## src/rtl/csr_access_scheduler_pkg.sv

```systemverilog
// Shared types for the CSR access scheduler: CSR operation codes, scheduler
// state encoding and the per-port request record.
package csr_access_scheduler_pkg;

  localparam int CSR_XLEN      = 32;
  localparam int CSR_ADR_W     = 12;
  localparam int CSR_REQ_PORTS = 2;

  typedef enum logic [1:0] {
    CSR_READ,
    CSR_WRITE,
    CSR_SET,
    CSR_CLEAR
  } csr_op_e;

  typedef enum logic [1:0] {
    CS_IDLE,
    CS_ACCESS,
    CS_RESP
  } csr_sched_state_e;

  typedef struct packed {
    csr_op_e                op;
    logic                   rd_en;
    logic [CSR_ADR_W-1:0]   adr;
    logic [CSR_XLEN-1:0]    wdata;
  } csr_req_t;

endpackage

```

## src/rtl/csr_access_scheduler_arbiter.sv

```systemverilog
// Fixed-priority two-port arbiter (port 1 wins) with a saturating loss counter
// that forces port 0 through after MAX_WAIT consecutive losses in IDLE.
module csr_req_arbiter #(
  parameter int MAX_WAIT = 4
) (
  input  logic       clk,
  input  logic       reset,
  input  logic [1:0] req,
  input  logic       idle,
  output logic       sel,
  output logic       any_req
);

  localparam int CW = $clog2(MAX_WAIT + 1);
  localparam logic [CW-1:0] WAIT_MAX = CW'(MAX_WAIT);

  logic [CW-1:0] wait_cnt_q;
  logic [CW-1:0] wait_cnt_d;

  assign any_req = |req;
  assign sel     = req[1] & ~(req[0] & (wait_cnt_q == WAIT_MAX));

  // The counter only moves on IDLE cycles, where the request is actually sampled.
  always_comb begin
    wait_cnt_d = wait_cnt_q;
    if (idle) begin
      if (req[0] & sel) begin
        wait_cnt_d = (wait_cnt_q == WAIT_MAX) ? wait_cnt_q : wait_cnt_q + 1'b1;
      end else begin
        wait_cnt_d = '0;
      end
    end
  end

  always_ff @(posedge clk or posedge reset) begin
    if (reset) begin
      wait_cnt_q <= '0;
    end else begin
      wait_cnt_q <= wait_cnt_d;
    end
  end

endmodule

```

## src/rtl/csr_access_scheduler.sv

```systemverilog
// Shares the single CSR file port between the Zicsr pipeline (port 0) and the
// trap/debug unit (port 1): IDLE -> ACCESS (one-cycle strobe) -> RESP (Done).
module csr_access_scheduler
  import csr_access_scheduler_pkg::*;
#(
  parameter int XLEN           = CSR_XLEN,
  parameter int ADR_W          = CSR_ADR_W,
  parameter int MAX_WAIT       = 4,
  parameter bit REQ_HOLD_CHECK = 1'b1
) (
  input  logic                     clk,
  input  logic                     reset,
  input  logic [CSR_REQ_PORTS-1:0] Req,
  input  csr_op_e                  Op    [CSR_REQ_PORTS-1:0],
  input  logic [CSR_REQ_PORTS-1:0] RdEn,
  input  logic [ADR_W-1:0]         Adr   [CSR_REQ_PORTS-1:0],
  input  logic [XLEN-1:0]          WData [CSR_REQ_PORTS-1:0],
  output logic [CSR_REQ_PORTS-1:0] Gnt,
  output logic [CSR_REQ_PORTS-1:0] Done,
  output logic                     Err,
  output logic [XLEN-1:0]          RData,
  input  logic                     IllegalAccess,
  output logic                     CSREn,
  output csr_op_e                  CSROp,
  output logic                     CSRReadEn,
  output logic [ADR_W-1:0]         CSRAdr,
  output logic [XLEN-1:0]          WriteData,
  input  logic [XLEN-1:0]          ReadData,
  output csr_sched_state_e         dbg_state
);

  csr_sched_state_e state_q, state_d;
  logic             sel_q, sel_d;
  logic [1:0]       gnt_q, gnt_d;
  logic [1:0]       done_q, done_d;
  logic             err_q, err_d;
  logic [XLEN-1:0]  rdata_q, rdata_d;
  logic             arb_sel;
  logic             any_req;

  csr_req_arbiter #(.MAX_WAIT(MAX_WAIT)) u_arb (
    .clk     (clk),
    .reset   (reset),
    .req     (Req),
    .idle    (state_q == CS_IDLE),
    .sel     (arb_sel),
    .any_req (any_req)
  );

  // Port fields always follow sel so the CSR file never sees X outside ACCESS.
  assign CSRAdr    = Adr[sel_q];
  assign CSROp     = Op[sel_q];
  assign WriteData = WData[sel_q];
  assign CSREn     = (state_q == CS_ACCESS) & ~IllegalAccess;
  assign CSRReadEn = (state_q == CS_ACCESS) & RdEn[sel_q];

  assign Gnt       = gnt_q;
  assign Done      = done_q;
  assign Err       = err_q;
  assign RData     = rdata_q;
  assign dbg_state = state_q;

  always_comb begin
    state_d = state_q;
    sel_d   = sel_q;
    gnt_d   = '0;
    done_d  = '0;
    err_d   = err_q;
    rdata_d = rdata_q;
    case (state_q)
      CS_IDLE: begin
        if (any_req) begin
          sel_d   = arb_sel;
          gnt_d   = arb_sel ? 2'b10 : 2'b01;
          state_d = CS_ACCESS;
        end
      end
      CS_ACCESS: begin
        done_d  = gnt_q;
        err_d   = IllegalAccess;
        rdata_d = (RdEn[sel_q] && !IllegalAccess) ? ReadData : '0;
        state_d = CS_RESP;
      end
      CS_RESP: state_d = CS_IDLE;
      default: state_d = CS_IDLE;
    endcase
  end

  always_ff @(posedge clk or posedge reset) begin
    if (reset) begin
      state_q <= CS_IDLE;
      sel_q   <= 1'b0;
      gnt_q   <= '0;
      done_q  <= '0;
      err_q   <= 1'b0;
      rdata_q <= '0;
    end else begin
      state_q <= state_d;
      sel_q   <= sel_d;
      gnt_q   <= gnt_d;
      done_q  <= done_d;
      err_q   <= err_d;
      rdata_q <= rdata_d;
    end
  end

  // The access completes regardless, but a requester dropping Req mid-access is a protocol bug.
  generate
    if (REQ_HOLD_CHECK) begin : g_req_hold
      a_req_held: assert property (@(posedge clk) disable iff (reset)
        (state_q == CS_ACCESS) |-> Req[sel_q]);
    end
  endgenerate

endmodule

```

## config.mk

```make
export PLATFORM = sky130hd
export DESIGN_NAME = csr_access_scheduler
export DESIGN_NICKNAME = d
export VERILOG_FILES = /design/src/rtl/csr_access_scheduler_pkg.sv /design/src/rtl/csr_access_scheduler_arbiter.sv /design/src/rtl/csr_access_scheduler.sv
export SDC_FILE = /design/constraint.sdc
export NUM_CORES = 1
export LEC_CHECK = 0
export BUFFER_PORTS_ARGS = -buffer_cell sky130_fd_sc_hd__buf_2
export CAP_MARGIN = 20
export CELL_PAD_IN_SITES_DETAIL_PLACEMENT = 0
export CELL_PAD_IN_SITES_GLOBAL_PLACEMENT = 1
export CORE_UTILIZATION = 25
export DETAILED_ROUTE_END_ITERATION = 6
export PLACE_DENSITY_LB_ADDON = 0.25
export SYNTH_ARGS = -nofsm -noshare
export SYNTH_HDL_FRONTEND = slang
export SYNTH_SLANG_ARGS = --single-unit
```

## constraint.sdc

```tcl
create_clock -name clk -period 1.79 [get_ports clk]
set_clock_uncertainty 0.15 [all_clocks]
set_input_delay 0.179 -clock clk [delete_from_list [all_inputs] [get_ports clk]]
set_output_delay 0.179 -clock clk [all_outputs]
set_load 0.02 [all_outputs]
```

==> flow_summary.yaml, run 1 <==
critical_path:
  crit_buf_inv: 2
  worst_path_largest_cell_delay_ns: 0.43
  r2r-end: "RData[21]"
  crit_chain: "buf_12, mux2_2, buf_4"
  reg2regPathDepth: 4
  crit_path_end_kind: "output port"
  r2r_start: "sel_q"
  cp_max_fo: 26
  regToRegSetupSlack_ns: 0.28
  cp.depth: 3
  cp-startpoint: "sel_q"
  worstSetupPathType: "reg2out"
  required_ns: 1.46
  crit_family: "flip-flops"
  cp.arrival_ns: 1.46
  cp-start-kind: "flop"
  worst_path_max_delay_cell: "dfrtp_2"
synth:
  syn_nets: 299
  synthTopCellsByArea: "dfrtp_1 (50%), mux2_2 (24%), a22o_1 (13%)"
  ys_warn_count: 0
  ys_types: 25
  synth_area_um2: 2160
  synth_top_cell_area_share_pct: 49.8
  yosysSeqAreaShare_pct: 49.8
  synth_largest_area_cell: "dfrtp_1"
  synth.avg_cell_area_um2: 13.0
  synth-seq-cells: 43
  synthCells: 166
sta:
  fmax_mhz: 559
  worst_pin_slew_ns: 0.630
  rsz0062_at_grt: "yes"
  timing.slew.headroom_pct: 57.7
  min_period_over_period_pct: 99.9
  finalCriticalPeriod_ns: 1.79
  setup_viol: 0
  hold_violations: 0
  finalMaxSlewViolations: 0
finish:
  diodes: 0
  final_area_um2: 3920
  drive_above_1_share_pct: 66.7
  area_growth_pct: 81.3
  nNetsFinal: 553
global_route:
  first_global_vias: 2247
  track_usage_pct: 16.3
  antenna_found_initial: 0
  grt_max_degree: 33
  grt_overflow: 0
  grt_pass1_wl_mm: 11.2
floorplan:
  fp.dieW_um: 95.0
  num_rows: 33
  start_util_pct: 26.0
  dieArea_um2: 9020
  core_area_um2: 8300
  num_io_pins: 218
  dieHeight_um: 95.0
power_and_ir_drop:
  vdd_ir_drop_max_v: 0.000432
  finalPower_mw: 5.86
  power_density_nw_per_um2: 1500
  p_leak_nw: 2.16
detailed_routing:
  finalWirelength_mm: 7.90
  dr.pass1.iters: 4
  wl_per_cell_um: 15.0
  drtAntennaViolNets: 0
  drt-initial-drc-count: 69
  vias: 2297
  viasPerCell: 4.37
  drc: 0
clock_tree:
  cts.path.max_buffers: 2
  clkLatencyLatePin_ns: 0.29
  ctsHtreeMaxLevel: 2
  cts_root_buf: "clkbuf_8"
  clk_pin_slew_ns: 0.08
  cts_tree: "built"
  clock_sinks: 43
  post-cts-setup-buffers: 0
  cts_made_buffers: 5
run_status:
  status: "complete, no violations"
place:
  dpl_cell_area_um2: 3370
  hpwl_mm: 5.99
  place.gp.congestion: 0.786
  port_buffers: 217
job:
  drv_cap: 0
worst_hold_path:
  hp-class: "in2async"
-- synth_stat cells --
library cell / number
ha_1: 2
mux2i_1: 1
dfrtp_1: 43
a21oi_1: 1
buf_2: 6
a22o_1: 32
nor3_4: 1
buf_6: 4
nor2b_1: 1
nor2_1: 4
clkbuf_1: 2
and3b_1: 1
o21ai_0: 3
o21a_1: 1
mux2_2: 46
a31oi_1: 1
and2_1: 2
nand4_1: 2
a21boi_1: 1
inv_1: 3
nand2b_1: 1
inv_2: 1
nand2_1: 5
o211ai_1: 1
nor4b_1: 1
-- logic make-up after synthesis --
| group | count (synthesis) | share of synthesized area, % |
|---|---|---|
| flip-flops | 43 | 49.8 |
| multiplexers | 47 | 24.4 |
| adder cells (fa/ha/maj) | 2 | 1.16 |
| AO/OA/AOI/OAI | 40 | 15.2 |
| AND/OR/NAND/NOR | 18 | 4.86 |
| buffers and inverters | 16 | 4.52 |
-- worst max path at each step --
stage	endpoint	slack [ns]
2_1_floorplan	CSRReadEn	0.21
3_3_place_gp	WriteData[19]	0.23
3_5_place_dp	WriteData[19]	0.20
4_1_cts	WriteData[27]	-0.009
5_1_grt	WriteData[22]	-0.05
6_report	WriteData[15]	0.002
-- repair_timing --
item                                    in CTS  in global routing
endpoints found under the setup margin      48                 48
gates resized for setup                     10                 14
hold buffers                                36                  0
endpoints found under the hold margin       50                  0
cloned                                       0                  0
-- power breakdown --
part           switching [mW]  internal (mW)
sequential              0.252           1.40
combinational            1.94           1.52
clock                   0.332          0.415
total                    2.53           3.34
-- worst reg2reg max path: cells and delay by family, from the launching register on --
family,cells,cell delay [ns]
AOI/OAI and AO/OA,1,0.20
DFF,1,0.43
and+or+nand+nor,1,0.07
buffers and inverters,1,0.17
muxes,1,0.37
-- cells in the final DEF (no fill, tap or decap), types with 2 or more instances in the layout --
cell type	count
a22o_1	32
and2_1	2
buf_12	3
buf_2	206
buf_4	11
buf_6	2
clkbuf_8	5
dfrtp_1	42
dlygate4sd3_1	36
ha_1	2
inv_1	2
mux2_2	42
mux2_4	4
nand2_1	5
nand4_1	2
nor2_1	4
o21ai_0	3
-- sequential cells by signal (all words and copies together) (netlist names) --
signal and cells:
dbg_state 2, sel_q 1, Gnt 2, u_arb.wait_cnt_q 3, Err 1, RData 32
Done 2
-- routing by layer --
| metal | up-vias | global-route usage, % | part of all wire [%] |
|---|---|---|---|
| met5 | - | 0 | 0 |
| met4 | 0 | 4.17 | 0.72 |
| met3 | 5 | 3.95 | 6.1 |
| met2 | 83 | 26.5 | 50 |
| met1 | 1081 | 21.7 | 43 |
| li1 | 1128 | - | - |
-- stage by stage --
stage	std cells	util, %	TNS [ns]	setup slack (ns)	hold slack (ns)
after global placement	482	40.6	0	0.230	0.0572
after detailed placement	482	40.6	0	0.196	0.0607
after floorplan	166	-	0	0.207	0.129
after CTS	526	46.7	-0.0252	-0.00917	0.312
final	526	47.2	0	0.00247	0.279
after global routing	526	47.2	-1.42	-0.0536	0.334
-- layout make-up --
cell class                      instances  area [um2]
Multi-Input combinational cell        107        1010
Clock buffer                            5        68.8
Timing Repair Buffer                  259        1570
Clock inverter                          3        43.8
Sequential cell                        43        1080
Inverter                                4        15.0
Fill cell                             777        4380
Tap cell                              105         131
No activity file was read; power rests on OpenSTA's default activity.
==> inputs of run 2 (changes only) <==
--- a/config.mk
+++ b/config.mk
@@ -11,6 +11,7 @@
 export CELL_PAD_IN_SITES_GLOBAL_PLACEMENT = 1
 export CORE_UTILIZATION = 25
 export DETAILED_ROUTE_END_ITERATION = 6
+export GPL_TIMING_DRIVEN = 0
 export PLACE_DENSITY_LB_ADDON = 0.25
 export SYNTH_ARGS = -nofsm -noshare
 export SYNTH_HDL_FRONTEND = slang
==> run 2 against run 1 <==
Effect of this change: maximum frequency is 1.2% lower; worst setup slack worse by 0.022 ns; sequential share of layout area decreased by 0.19 points; final area grew 0.57%; critical path depth increased by 1; utilization increased by 0.27 points; highest routed layer unchanged; hold slack worse by 0.27 ns; first-iteration DRC count is 35% lower; the flow now finishes with violations (setup timing); count of clock-buffer cells in the layout unchanged; sequential power shrank 2%; combinational power grew 4%; global-route usage is 0.10 points lower.
==> flow_summary.yaml, run 2 (synthesis results as in run 1) <==
floorplan:
  fp.dieW_um: 95.0
  dieHeight_um: 95.0
  core_area_um2: 8300
  num_io_pins: 218
  dieArea_um2: 9020
  num_rows: 33
  start_util_pct: 26.0
finish:
  n_fill_cell: 802
  drive_above_1_share_pct: 67.2
  area_growth_pct: 82.3
  nNetsFinal: 562
  final_cell_mix: "buf_2 (209), mux2_2 (46), dfrtp_1 (43), dlygate4sd3_1 (35), a22o_1 (32)"
  final_common_cell: "buf_2"
  diodes: 0
  register_area_um2: 1080
  multi_input_area_um2: 991
  largest_reg_flops: 32
critical_path:
  crit_path_end_kind: "output port"
  regToRegSetupSlack_ns: 0.19
  cp_max_fo: 10
  required_ns: 1.46
  worst_path_largest_cell_delay_ns: 0.38
  cp.arrival_ns: 1.48
  cp.depth: 4
  worst_path_max_delay_cell: "dfrtp_1"
  crit_buf_inv: 3
  reg2regPathDepth: 5
  cp-start-kind: "flop"
  r2r-end: "RData[13]"
  r2r_start: "dbg_state[1]"
  crit_chain: "buf_6, buf_8, mux2_2, buf_4"
  crit_family: "buffers and inverters"
  worstSetupPathType: "reg2out"
run_status:
  status: "complete, but fails checks"
  violations: "setup timing"
global_route:
  grt_overflow: 0
  antenna_found_initial: 0
  first_global_vias: 2204
  grt_pass1_wl_mm: 11.1
  grt_max_degree: 37
  track_usage_pct: 16.2
clock_tree:
  cts.path.max_buffers: 2
  cts_tree: "built"
  cts_made_buffers: 5
  clock_sinks: 43
  ctsHtreeMaxLevel: 2
  clk_pin_slew_ns: 0.08
  clkLatencyLatePin_ns: 0.29
  cts_root_buf: "clkbuf_8"
worst_hold_path:
  hp-class: "in2reg"
  hold_start: "IllegalAccess"
  min_to: "Err"
  holdPathStages: 3
power_and_ir_drop:
  p_switching_mw: 2.56
  switching_share_pct: 43.9
  p_leak_nw: 2.16
  vdd_ir_drop_max_v: 0.000434
  clkPwrFrac_pct: 10.5
  p_seq_share_pct: 27.7
  power_density_nw_per_um2: 1480
  power.internal_mw: 3.27
  combinationalPowerShare_pct: 61.8
sta:
  setup_viol: 2
  fmax_mhz: 553
  finalCriticalPeriod_ns: 1.81
  min_period_over_period_pct: 101
  fin_ws_ns: -0.0195
  worst_pin_slew_ns: 0.466
  whs_ns: 0.00561
  rsz0062_at_grt: "yes"
  finalMaxSlewViolations: 0
  timing.slew.headroom_pct: 68.8
  hold_violations: 0
detailed_routing:
  vias: 2301
  drc: 0
  drtAntennaViolNets: 0
  drt-initial-drc-count: 45
  wl_per_cell_um: 14.8
  finalWirelength_mm: 7.91
  dr.pass1.iters: 4
  viasPerCell: 4.30
place:
  hpwl_mm: 6.07
  place.gp.congestion: 0.695
  pre_cts_ws_ns: -0.0464
  port_buffers: 217
job:
  drv_cap: 0
run 2: what timing repair did:
action                                 4_1_cts  5_1_grt
hold buffers                                35        0
cloned                                       0        0
resized for setup                           16       10
buffers inserted                             4        0
endpoints found under the hold margin       77        0
setup endpoints to repair                   48       47
run 2: worst max-delay path by stage:
stage	end	slack, ns	start
6_report	WriteData[15]	-0.02	sel_q
4_1_cts	WriteData[27]	-0.01	sel_q
5_1_grt	WriteData[27]	-0.08	sel_q
3_5_place_dp	WriteData[15]	-0.05	sel_q
2_1_floorplan	CSRReadEn	0.21	dbg_state[1]
3_3_place_gp	RData[22]	-0.14	reset
run 2: power by group through the flow:
stage               Clock, mW  Combinational, mW  Sequential (mW)
global placement            0               3.32             1.63
detailed placement          0               3.33             1.64
finish                  0.613               3.60             1.61
global route            0.687               3.85             1.67
floorplan                   0               1.71             2.14
CTS                     0.639               3.60             1.61
run 2: worst min-delay path: stages:
cell and delay, ns:
buf_2 0.13, nand2_1 0.07, nand2_1 0.04
run 2: metrics by stage:
stage	power (mW)	utilization [%]	setup TNS, ns	cells	area (um2)
after floorplan	3.84	-	0	166	2160
after global placement	4.94	40.7	-5.90	488	3380
after detailed placement	4.97	40.9	-0.334	489	3400
after CTS	5.85	47.2	-0.0251	536	3920
after global routing	6.20	47.5	-2.99	535	3940
final	5.83	47.5	-0.0299	535	3940
run 2: area by class of cell:
type / count / share of cell area [%]
Inverter: 4 / 0.381
Timing Repair Buffer: 257 / 38.6
Sequential cell: 43 / 27.3
Clock inverter: 3 / 0.508
Multi-Input combinational cell: 107 / 25.2
Tap cell: 105 / 3.33
Clock buffer: 5 / 1.75
Buffer: 11 / 2.95
run 2: per-layer routing:
metal	part of all wire (%)	vias to the layer above	global-route usage (%)	wire length, um
met5	0	-	0	0
met4	0.87	0	3.79	69
met3	6.8	7	4.91	541
met2	50	85	26.7	3980
met1	42	1065	20.7	3310
li1	-	1144	-	-
